===== config.mk =====
export PLATFORM = sky130hd
export DESIGN_NAME = inst_loader_flat
export DESIGN_NICKNAME = d
export VERILOG_FILES = /design/src/rtl/inst_loader_if.sv /design/src/rtl/inst_loader.sv /design/src/flat_wrapper.sv
export SDC_FILE = /design/constraint.sdc
export NUM_CORES = 1
export LEC_CHECK = 0
export ABC_AREA = 1
export BUFFER_PORTS_ARGS = -buffer_cell sky130_fd_sc_hd__buf_2
export CORE_ASPECT_RATIO = 2
export CORE_MARGIN = 3
export CORE_UTILIZATION = 34
export DETAILED_ROUTE_END_ITERATION = 7
export SLEW_MARGIN = 10
export SYNTH_ARGS = -nofsm -noshare
export SYNTH_HDL_FRONTEND = slang
export SYNTH_SLANG_ARGS = --single-unit

===== constraint.sdc =====
create_clock -name i_clk -period 2.97 [get_ports i_clk]
set_clock_uncertainty 0.15 [all_clocks]
set_input_delay 0.594 -clock i_clk [delete_from_list [all_inputs] [get_ports i_clk]]
set_output_delay 0.594 -clock i_clk [all_outputs]
set_load 0.005 [all_outputs]

===== src/rtl/inst_loader_if.sv =====
// inst_loader bus bundle: start/len request, valid/ready word stream,
// memory write port and CPU reset/status lines.
interface inst_loader_if #(
    parameter int ADDR_WIDTH = 10,
    parameter int DATA_WIDTH = 32
);
    logic                  start;
    logic [ADDR_WIDTH:0]   len;
    logic                  s_valid;
    logic [DATA_WIDTH-1:0] s_data;
    logic                  s_ready;
    logic                  mem_we;
    logic [ADDR_WIDTH-1:0] mem_addr;
    logic [DATA_WIDTH-1:0] mem_wdata;
    logic                  cpu_rst;
    logic                  busy;
    logic                  done;
    logic                  err;

    modport master (
        output start, len, s_valid, s_data,
        input  s_ready, mem_we, mem_addr, mem_wdata,
        input  cpu_rst, busy, done, err
    );

    modport slave (
        input  start, len, s_valid, s_data,
        output s_ready, mem_we, mem_addr, mem_wdata,
        output cpu_rst, busy, done, err
    );
endinterface


===== src/rtl/inst_loader.sv =====
// Boot-time instruction loader: streams words into instruction memory,
// holds the CPU in reset until loaded. Option: INST_LOADER_CHECKSUM_EN.
module inst_loader #(
    parameter int ADDR_WIDTH = 10,
    parameter int DATA_WIDTH = 32
) (
    input  logic         i_clk,
    input  logic         i_rst,
    inst_loader_if.slave bus
);
    localparam int CW = ADDR_WIDTH + 1;
    localparam logic [CW-1:0] MAX_LEN = {1'b1, {ADDR_WIDTH{1'b0}}};
    localparam logic [CW-1:0] ONE     = {{ADDR_WIDTH{1'b0}}, 1'b1};

    typedef enum logic [1:0] {
        S_IDLE,
        S_LOAD,
`ifdef INST_LOADER_CHECKSUM_EN
        S_CHECK,
`endif
        S_RUN
    } state_t;

    state_t                r_state;
    state_t                w_next;
    logic [CW-1:0]         r_cnt;
    logic [CW-1:0]         r_len;
    logic                  r_we;
    logic [ADDR_WIDTH-1:0] r_addr;
    logic [DATA_WIDTH-1:0] r_wdata;
    logic                  r_cpu_rst;
    logic                  r_done;
    logic                  r_err;

    logic w_req_ok;
    logic w_last;
    logic w_ready;
    logic w_busy;
    logic w_beat;
    logic w_take;
    logic w_reject;
    logic w_done;
    logic w_cerr;

`ifdef INST_LOADER_CHECKSUM_EN
    logic [DATA_WIDTH-1:0] r_sum;
`endif

    assign w_req_ok = (bus.len != '0) && (bus.len <= MAX_LEN);
    assign w_last   = (r_cnt == (r_len - ONE));

    // Next-state and per-cycle strobes for the load sequencer.
    always_comb begin
        w_next   = r_state;
        w_ready  = 1'b0;
        w_busy   = 1'b0;
        w_beat   = 1'b0;
        w_take   = 1'b0;
        w_reject = 1'b0;
        w_done   = 1'b0;
        w_cerr   = 1'b0;
        unique case (r_state)
            S_IDLE, S_RUN: begin
                if (bus.start) begin
                    if (w_req_ok) begin
                        w_take = 1'b1;
                        w_next = S_LOAD;
                    end else begin
                        w_reject = 1'b1;
                    end
                end
            end
            S_LOAD: begin
                w_ready = 1'b1;
                w_busy  = 1'b1;
                if (bus.s_valid) begin
                    w_beat = 1'b1;
                    if (w_last) begin
`ifdef INST_LOADER_CHECKSUM_EN
                        w_next = S_CHECK;
`else
                        w_next = S_RUN;
                        w_done = 1'b1;
`endif
                    end
                end
            end
`ifdef INST_LOADER_CHECKSUM_EN
            S_CHECK: begin
                w_ready = 1'b1;
                w_busy  = 1'b1;
                if (bus.s_valid) begin
                    if (bus.s_data == r_sum) begin
                        w_next = S_RUN;
                        w_done = 1'b1;
                    end else begin
                        w_next = S_IDLE;
                        w_cerr = 1'b1;
                    end
                end
            end
`endif
            default: begin
                w_next = S_IDLE;
            end
        endcase
    end

    // State register and status pulses; cpu_rst drops only after a full
    // cycle in RUN so the final write lands before the core fetches.
    always_ff @(posedge i_clk) begin
        if (i_rst) begin
            r_state   <= S_IDLE;
            r_cpu_rst <= 1'b1;
            r_done    <= 1'b0;
            r_err     <= 1'b0;
        end else begin
            r_state   <= w_next;
            r_cpu_rst <= !((r_state == S_RUN) && (w_next == S_RUN));
            r_done    <= w_done;
            r_err     <= w_reject | w_cerr;
        end
    end

    // Word counter, latched length and the registered memory write port.
    always_ff @(posedge i_clk) begin
        if (i_rst) begin
            r_cnt   <= '0;
            r_len   <= '0;
            r_we    <= 1'b0;
            r_addr  <= '0;
            r_wdata <= '0;
        end else begin
            r_we <= w_beat;
            if (w_take) begin
                r_len <= bus.len;
                r_cnt <= '0;
            end else if (w_beat) begin
                r_cnt <= r_cnt + ONE;
            end
            if (w_beat) begin
                r_addr  <= r_cnt[ADDR_WIDTH-1:0];
                r_wdata <= bus.s_data;
            end
        end
    end

`ifdef INST_LOADER_CHECKSUM_EN
    // Running mod-2^DATA_WIDTH sum of payload words.
    always_ff @(posedge i_clk) begin
        if (i_rst) begin
            r_sum <= '0;
        end else if (w_take) begin
            r_sum <= '0;
        end else if (w_beat) begin
            r_sum <= r_sum + bus.s_data;
        end
    end
`endif

    assign bus.s_ready   = w_ready;
    assign bus.busy      = w_busy;
    assign bus.mem_we    = r_we;
    assign bus.mem_addr  = r_addr;
    assign bus.mem_wdata = r_wdata;
    assign bus.cpu_rst   = r_cpu_rst;
    assign bus.done      = r_done;
    assign bus.err       = r_err;

endmodule


===== src/flat_wrapper.sv =====
// flat-port wrapper written by rule: the top's interface ports become plain ports
module inst_loader_flat 
#(
    parameter int ADDR_WIDTH = 10,
    parameter int DATA_WIDTH = 32
)
  (i_clk, i_rst, bus_start, bus_len, bus_s_valid, bus_s_data, bus_s_ready, bus_mem_we, bus_mem_addr, bus_mem_wdata, bus_cpu_rst, bus_busy, bus_done, bus_err);
  inst_loader_if #(.ADDR_WIDTH(ADDR_WIDTH), .DATA_WIDTH(DATA_WIDTH)) bus_i ();
  input  logic i_clk;
  input  logic i_rst;
  input wire logic [$bits(bus_i.start)-1:0] bus_start;
  input wire logic [$bits(bus_i.len)-1:0] bus_len;
  input wire logic [$bits(bus_i.s_valid)-1:0] bus_s_valid;
  input wire logic [$bits(bus_i.s_data)-1:0] bus_s_data;
  output wire logic [$bits(bus_i.s_ready)-1:0] bus_s_ready;
  output wire logic [$bits(bus_i.mem_we)-1:0] bus_mem_we;
  output wire logic [$bits(bus_i.mem_addr)-1:0] bus_mem_addr;
  output wire logic [$bits(bus_i.mem_wdata)-1:0] bus_mem_wdata;
  output wire logic [$bits(bus_i.cpu_rst)-1:0] bus_cpu_rst;
  output wire logic [$bits(bus_i.busy)-1:0] bus_busy;
  output wire logic [$bits(bus_i.done)-1:0] bus_done;
  output wire logic [$bits(bus_i.err)-1:0] bus_err;
  assign bus_i.start = bus_start;
  assign bus_i.len = bus_len;
  assign bus_i.s_valid = bus_s_valid;
  assign bus_i.s_data = bus_s_data;
  assign bus_s_ready = bus_i.s_ready;
  assign bus_mem_we = bus_i.mem_we;
  assign bus_mem_addr = bus_i.mem_addr;
  assign bus_mem_wdata = bus_i.mem_wdata;
  assign bus_cpu_rst = bus_i.cpu_rst;
  assign bus_busy = bus_i.busy;
  assign bus_done = bus_i.done;
  assign bus_err = bus_i.err;
  inst_loader #(.ADDR_WIDTH(ADDR_WIDTH), .DATA_WIDTH(DATA_WIDTH)) u_core (.i_clk(i_clk), .i_rst(i_rst), .bus(bus_i));
endmodule

# After elaboration in Yosys (flattened, before gate mapping)
# Cells that the tools add are included.
[totals] inputBits=47 wordCells=42 register_bits=70 out_inout_bits=48
[classes] n_eq_ne=4 add_sub_neg=2 order_cmp=1 mux=13 n_reduce_logical=9 n_bitwise=4
[op_table] op="adder 11 x 1 -> 11 bit, second input constant" count=1
[op_table] op="equality test 11 bit" count=1
[op_table] op="<= comparator 11 bit, second input constant" count=1
[op_table] op="nonzero test 11 bit" count=1
[op_table] op="subtractor 11 x 1 -> 11 bit, second input constant" count=1
[op_table] op="2-to-1 mux 1 bit" count=8
[op_table] op="2-to-1 mux 2 bit" count=4
[op_table] op="OR reduction 3 bit" count=2
[op_table] op="equality test 2 bit, second input constant" count=2
[op_table] op="inverter 1 bit" count=4
[op_table] op="one-hot mux 2 bit (2 select lines)" count=1
[op_table] op="OR reduction 2 bit" count=2
[op_table] op="equality test 2 x 1 -> 1 bit, second input constant" count=1
[op_table] op="logical AND 1 bit" count=2
[op_table] op="zero test 2 bit" count=1
[op_table] op="zero test 1 bit" count=1

# Logic depth before layout (Yosys ltp)
# Gate-level depths: netlist of the first run.
[depth] depth_word=8 mapped_depth=12 ltp_nobuf=12

# Worst setup path before layout of the first run
# OpenSTA, ideal clock, no wires.
[synth_timing] kind="input to register" from="input bus_len[4]" to="register u_core.r_cnt[7]" setup_time_ns=0.118 t_arrival_ns=1.477 path_buffers=1 t_required_ns=2.702 path_stages=8 path_slack_ns=1.224 cell_sequence="nor2_1 -> nand3_1 -> nor2_2 -> xnor2_2 -> nand3_2 -> nand2_1 -> buf_2 -> nor2_1"
[synth_via] elab_chain_cells=6 word_cells_on_any_way=7 cone_classes="order compare (1); mux (3); reduce/logical (3)"
[synth_rtl] element="start, declared" line_no="flat_wrapper.sv:12" text="input wire logic [$bits(bus_i.len)-1:0] bus_len;"
[synth_rtl] element="<= comparator 11 bit or nonzero test 11 bit (tied branches)" line_no="inst_loader.sv:49" text="assign w_req_ok = (bus.len != '0) && (bus.len <= MAX_LEN);"
[synth_rtl] element="logical AND 1 bit (*)" line_no="inst_loader.sv:49"
[synth_rtl] element="2-to-1 mux 1 bit (*)" line_no="inst_loader.sv:65" text="if (w_req_ok) begin"
[synth_rtl] element="2-to-1 mux 1 bit (*)" line_no="inst_loader.sv:64" text="if (bus.start) begin"
[synth_rtl] element="2-to-1 mux 1 bit (*)" line_no="inst_loader.sv:62" text="unique case (r_state)"
[synth_rtl] element="OR reduction 2 bit (no line) (*)"
[synth_rtl] element="end signal, assigned" line_no="inst_loader.sv:139" text="r_cnt <= r_cnt + ONE;"
[synth_rtl] element="end, declared" line_no="inst_loader.sv:26" text="logic [CW-1:0] r_cnt;"
# Every way passes the cells marked *; elsewhere a longest branch is shown, timed or not.
# A chain may end at the register's enable or synchronous reset.

# Worst setup path after layout of the first run
[layout_timing] from="input bus_len[8]" to="register u_core.r_cnt[5]"
# Same word-level chain as after synthesis.

==> impl_metrics.tcl, run 1 <==
set metrics [dict create \
    dp_hpwl_um 6040 \
    grt_pass1_wl_um 13100 \
    gr-usage-met3 0.0348 \
    cts_tree "yes" \
    outcome "complete, no violations" \
    switching_share 0.245 \
    met2_usage 0.319 \
    min_period_over_period 0.670 \
    routed_wl_um 7960 \
    crit_fanout 11 \
    synth_edf_count 0 \
    drt_pass1_iterations 4 \
    ys_ff_latch 70 \
    drive_gt1_frac 0.273 \
    cts_inserted_buffers 9 \
    cts_root_buffer "clkbuf_16" \
    grtUsageMet1 0.162 \
    dieArea_um2 10100 \
    ys_warn_count 0 \
    critPathRequiredTime_ns 3.01 \
    pre_cts_ws_ns 0.621 \
    cts_resized 0 \
    portBuffers 94 \
    worst_slew_pin_slew_ns 0.474 \
    max_freq_ghz 0.503 \
    synth_seq_area_share 0.467 \
    first_iter_violations 168 \
    syn_nets 456 \
    slew_viol_final 0 \
    synthToLayoutAreaGrowth_pct 27.7 \
    critPathArrivalTime_ns 2.03 \
    grt_pass1_vias 2851 \
    core.rowCount 47 \
    ys_types 33 \
    cts_buffer_depth 2 \
    reg2regPathDepth 11 \
    diodes 0 \
    dieWidth_um 72.4 \
    yosys_most_used_dff "dfxtp_1" \
    irDropWorstVdd_v 0.000369 \
    p_int_mw 1.75 \
    gp_congestion 0.812 \
    pin_count 95 \
    fin_crit_ns 1.99 \
    rrSetupSlack_ns 1.00 \
    fin_area_um2 3830 \
    path_clk_slew_ns 0.06 \
    cellPowerDensity_nw_per_um2 604 \
    rsz0062_at_grt "false" \
    critPathKind "in -> reg" \
    worstSkewPairLatency_ns 0.32 \
    avgSynthCellArea_um2 7.38 \
    wl_per_cell_um 13.3 \
    start_util 0.357 \
    grt-ovfl-total 0 \
    netlist_instances 407 \
    post_cts_buffers 0 \
    min_path_type "reg -> reg" \
    p_switching_uw 566 \
    postSynth.asyncResetShare 0 \
    timing.setup.tns_ns 0 \
    syn-cell-area_um2 3000 \
    pwr-share-seq 0.435 \
    nNetsFinal 547 \
    post-route-drc-count 0 \
    timing.final.ws_setup_ns 0.981 \
    end_kind "flop" \
    p_comb_frac 0.112 \
    power_frac_clock 0.453 \
    cp-start-kind "input port" \
    htreeDepth 3 \
    setup_viol 0 \
    cp-endpoint "u_core.r_cnt[5]" \
    r2r-start "u_core.r_len[0]" \
    timing.max_cap.violations 0 \
    ant_nets 0 \
    vias_per_cell 4.71 \
    vias 2828 \
    fillers 873 \
    grt_usage 0.166 \
    relSlewSlack 0.684 \
    final_cell_mix "94 x nor2_1, 94 x buf_2, 70 x dfxtp_1" \
    hold_slack_ns 0.301 \
    grt_busiest_layer "met2" \
    cts-hold-fix-buffers 0 \
    grt_max_degree 54 \
    hold_viol_final 0 \
    antenna_found_initial 0 \
    p_leak_nw 1.87 \
    core-area_um2 8410 \
    fp.dieH_um 139 \
    cp-startpoint "bus_len[8]" \
    timing.rr.end "u_core.r_state[1]" \
    cts_sinks 70 \
    dpl_cell_area_um2 3540 \
]
-- final cells by class --
cell class	instances	area [um2]	area share
clock buffers	11	243	0.0633
clock inverters	4	47.5	0.0124
inverters	31	116	0.0304
multi-input cells	288	1400	0.366
flip-flops and latches	70	1400	0.366
well taps	98	123	0.0320
repair buffers	98	500	0.131
-- flip-flops by register name, summed over array words and instances (netlist names) --
register	count
u_core.bus.mem_wdata	32
u_core.r_cnt	11
u_core.r_len	11
u_core.bus.mem_addr	10
u_core.r_state	2
u_core.bus.cpu_rst	1
u_core.bus.done	1
u_core.bus.err	1
u_core.bus.mem_we	1
-- power groups by stage --
stage	logic, mW	clock network [mW]	registers [mW]
finish	0.259	1.05	1.01
global route	0.298	1.11	1.01
CTS	0.264	1.07	1.01
detailed placement	0.263	0	1.03
global placement	0.259	0	1.03
floorplan	0.156	0	1.03
-- synth_stat cells, types with 6 or more instances --
cell | instances | area (um2)
nor2_1 | 94 | 353
a21oi_1 | 27 | 135
nand2_1 | 61 | 229
nor2_2 | 6 | 37.5
clkbuf_1 | 9 | 33.8
inv_1 | 24 | 90.1
inv_2 | 6 | 22.5
dfxtp_1 | 70 | 1400
o21ai_1 | 11 | 55.1
xor2_1 | 6 | 52.6
buf_2 | 6 | 30.0
nand3_1 | 16 | 80.1
o21ai_0 | 45 | 225
-- per-layer routing --
metal	part of all wire	vias up
met5	0	-
met4	0.024	0
met3	0.042	13
met2	0.58	60
met1	0.36	1272
li1	-	1483
-- metrics by stage --
stage / util / instances / total power, mW
after CTS: 0.456 / 600 / 2.34
after floorplan: - / 407 / 1.18
after detailed placement: 0.421 / 585 / 1.29
final: 0.456 / 600 / 2.31
after global placement: 0.421 / 585 / 1.29
after global routing: 0.456 / 600 / 2.42
-- worst min path at each step --
stage | startpoint | end | slack [ns] | depth (start not counted)
2_1_floorplan | u_core.r_state[1] | u_core.bus.cpu_rst | 0.27 | 1
3_3_place_gp | u_core.r_state[1] | u_core.bus.cpu_rst | 0.29 | 1
3_5_place_dp | u_core.r_state[1] | u_core.bus.cpu_rst | 0.29 | 1
4_1_cts | u_core.r_state[1] | u_core.bus.cpu_rst | 0.31 | 1
5_1_grt | u_core.bus.mem_addr[2] | u_core.bus.mem_addr[2] | 0.34 | 2
6_report | u_core.r_state[1] | u_core.bus.cpu_rst | 0.30 | 1
-- critical path, cell delays in order --
cell and delay (ns):
buf_2 0.10, nor2_1 0.09, nand2_1 0.12, nor2_2 0.22, xnor2_2 0.16, nand3_2 0.22, nand2_1 0.41, nor3b_1 0.10
-- cells by family after synthesis --
family | synth area share
xor gates and xnor gates | 0.0288
and+or+nand+nor | 0.288
AOI/OAI and AO/OA | 0.141
DFF | 0.467
adders and majority gates | 0.00834
buffers and inverters | 0.0663
(Power assumes the default switching activity.)
==> inputs of run 2 (changes only) <==
==> constraint.sdc (replaced) <==
create_clock -name i_clk -period 2.1 [get_ports i_clk]
set_clock_uncertainty 0.15 [all_clocks]
set_input_delay 0.42 -clock i_clk [delete_from_list [all_inputs] [get_ports i_clk]]
set_output_delay 0.42 -clock i_clk [all_outputs]
set_load 0.005 [all_outputs]
==> run 2 against run 1 <==
  * Count of clock-buffer cells in the layout is 3 higher
  * Die area stayed put
  * Final cell count is 0.83% higher
  * Sequential cell count stayed put
  * First-iteration DRC count is 47% lower
  * Sequential power is 41% higher
  * Combinational power is 45% higher
  * Wire length is 0.31% lower
  * Power is 37% higher
  * Register-to-register slack worse by 0.77 ns
  * Hold slack worse by 0.13 ns
  * Non-clock buffer count is 5 higher
==> impl_metrics.tcl, run 2 (synthesis results as in run 1) <==
set metrics [dict create \
    grt_pass1_vias 2911 \
    pre_cts_ws_ns 0.0500 \
    antenna_found_initial 0 \
    drt_pass1_iterations 5 \
    grt_usage 0.167 \
    outcome "complete, no violations" \
    routed_wl_um 7930 \
    cts_tree "yes" \
    drive_gt1_frac 0.278 \
    hold_viol_final 0 \
    post-route-util 0.459 \
    post-place-cells 590 \
    rsz0062_at_grt "false" \
    layout_commonest_cell "buf_2" \
    irDropWorstVdd_v 0.000497 \
    worstSkewPairLatency_ns 0.32 \
    critPathKind "reg -> reg" \
    path_delay_family "simple AND/OR/NAND/NOR gates" \
    cellPowerDensity_nw_per_um2 821 \
    final_cell_mix "94 x buf_2, 93 x nor2_1, 70 x dfxtp_1" \
    core-area_um2 8410 \
    worst_slew_pin_slew_ns 0.314 \
    start_util 0.357 \
    core.rowCount 47 \
    path_buf_inv 1 \
    nNetsFinal 552 \
    cpMaxStageDelayCell "dfxtp_1" \
    dieWidth_um 72.4 \
    cts_buffer_depth 2 \
    slew_viol_final 0 \
    grt_max_degree 37 \
    min_period_over_period 0.889 \
    vias 2863 \
    critPathArrivalTime_ns 1.97 \
    cts_root_buffer "clkbuf_16" \
    ant_nets 0 \
    timing.max_cap.violations 0 \
    p_leak_nw 1.89 \
    largest_register_ffs 32 \
    crit_fanout 4 \
    design_power_total_mw 3.17 \
    end_kind "flop" \
    grt-ovfl-total 0 \
    vias_per_cell 4.73 \
    timing.final.ws_setup_ns 0.234 \
    instances_no_fill 605 \
    cts_sinks 70 \
    setup_viol 0 \
    grt_pass1_wl_um 13200 \
    first_iter_violations 89 \
    critPathRequiredTime_ns 2.21 \
    max_freq_ghz 0.536 \
    dp_hpwl_um 6070 \
    max_stage_delay_ns 0.31 \
    wl_per_cell_um 13.1 \
    diodes 0 \
    htreeDepth 3 \
    crit_chain "inv_1 -> ha_1 -> nand3_1 -> nor2_4 -> xor2_1 -> nand2_1 -> nor2_2 -> nand4_1 -> a21oi_1" \
    gp_congestion 0.852 \
    synthToLayoutAreaGrowth_pct 28.7 \
    post-route-drc-count 0 \
    timing.setup.tns_ns 0 \
    dieArea_um2 10100 \
    fillers 859 \
    path_clk_slew_ns 0.05 \
    portBuffers 94 \
    cp-start-kind "flop" \
    pin_count 95 \
    fin_crit_ns 1.87 \
    fp.dieH_um 139 \
    cts_inserted_buffers 9 \
    min_path_type "in -> reg" \
    relSlewSlack 0.791 \
]
[run 2: final timing paths]
path                                           endpoint  slack, ns  cells after the start              start
worst max-delay path                  u_core.r_state[1]       0.23                      9    u_core.r_len[1]
worst min-delay path            u_core.bus.mem_wdata[4]       0.17                      3      bus_s_data[4]
worst max register to register        u_core.r_state[1]       0.23                      9    u_core.r_len[1]
worst min register to register       u_core.bus.cpu_rst       0.29                      1  u_core.r_state[1]
[run 2: timing repair]
item / 4_1_cts / 5_1_grt
hold buffers: 0 / 0
buffers inserted: 0 / 0
setup endpoints to repair: 0 / 3
gates resized for setup: 0 / 1
[run 2: tightest hold or removal path, delay by kind of cell]
family / cells / cell delay [ns]
and+or+nand+nor: 2 / 0.11
buffers and inverters: 1 / 0.07
[run 2: cell type report]
cell class / instances / area [um2] / share of cell area
Clock buffer: 14 / 264 / 0.0683
Sequential cell: 70 / 1400 / 0.363
Inverter: 31 / 116 / 0.0301
Timing Repair Buffer: 103 / 551 / 0.142
Multi-Input combinational cell: 288 / 1400 / 0.363
Tap cell: 98 / 123 / 0.0317
Clock inverter: 1 / 5.00 / 0.00130
[run 2: power by group]
| part | switching, mW | total [mW] | internal, mW |
|---|---|---|---|
| clock network | 0.517 | 1.37 | 0.856 |
| logic | 0.221 | 0.376 | 0.155 |
| registers | 0.0372 | 1.42 | 1.39 |
[run 2: stage by stage]
step                instance area (um2)  hold WS, ns
CTS                                3860        0.160
finish                             3860        0.171
floorplan                          3000        0.265
global placement                   3590        0.287
detailed placement                 3590        0.284
global route                       3860        0.181
[run 2: metal layers]
layer / vias up / GRT usage / part of all wire
li1: 1497 / - / -
met4: 0 / 0.0856 / 0.033
met3: 16 / 0.0370 / 0.044
met1: 1286 / 0.163 / 0.36
met2: 64 / 0.311 / 0.56
met5: - / 0 / 0
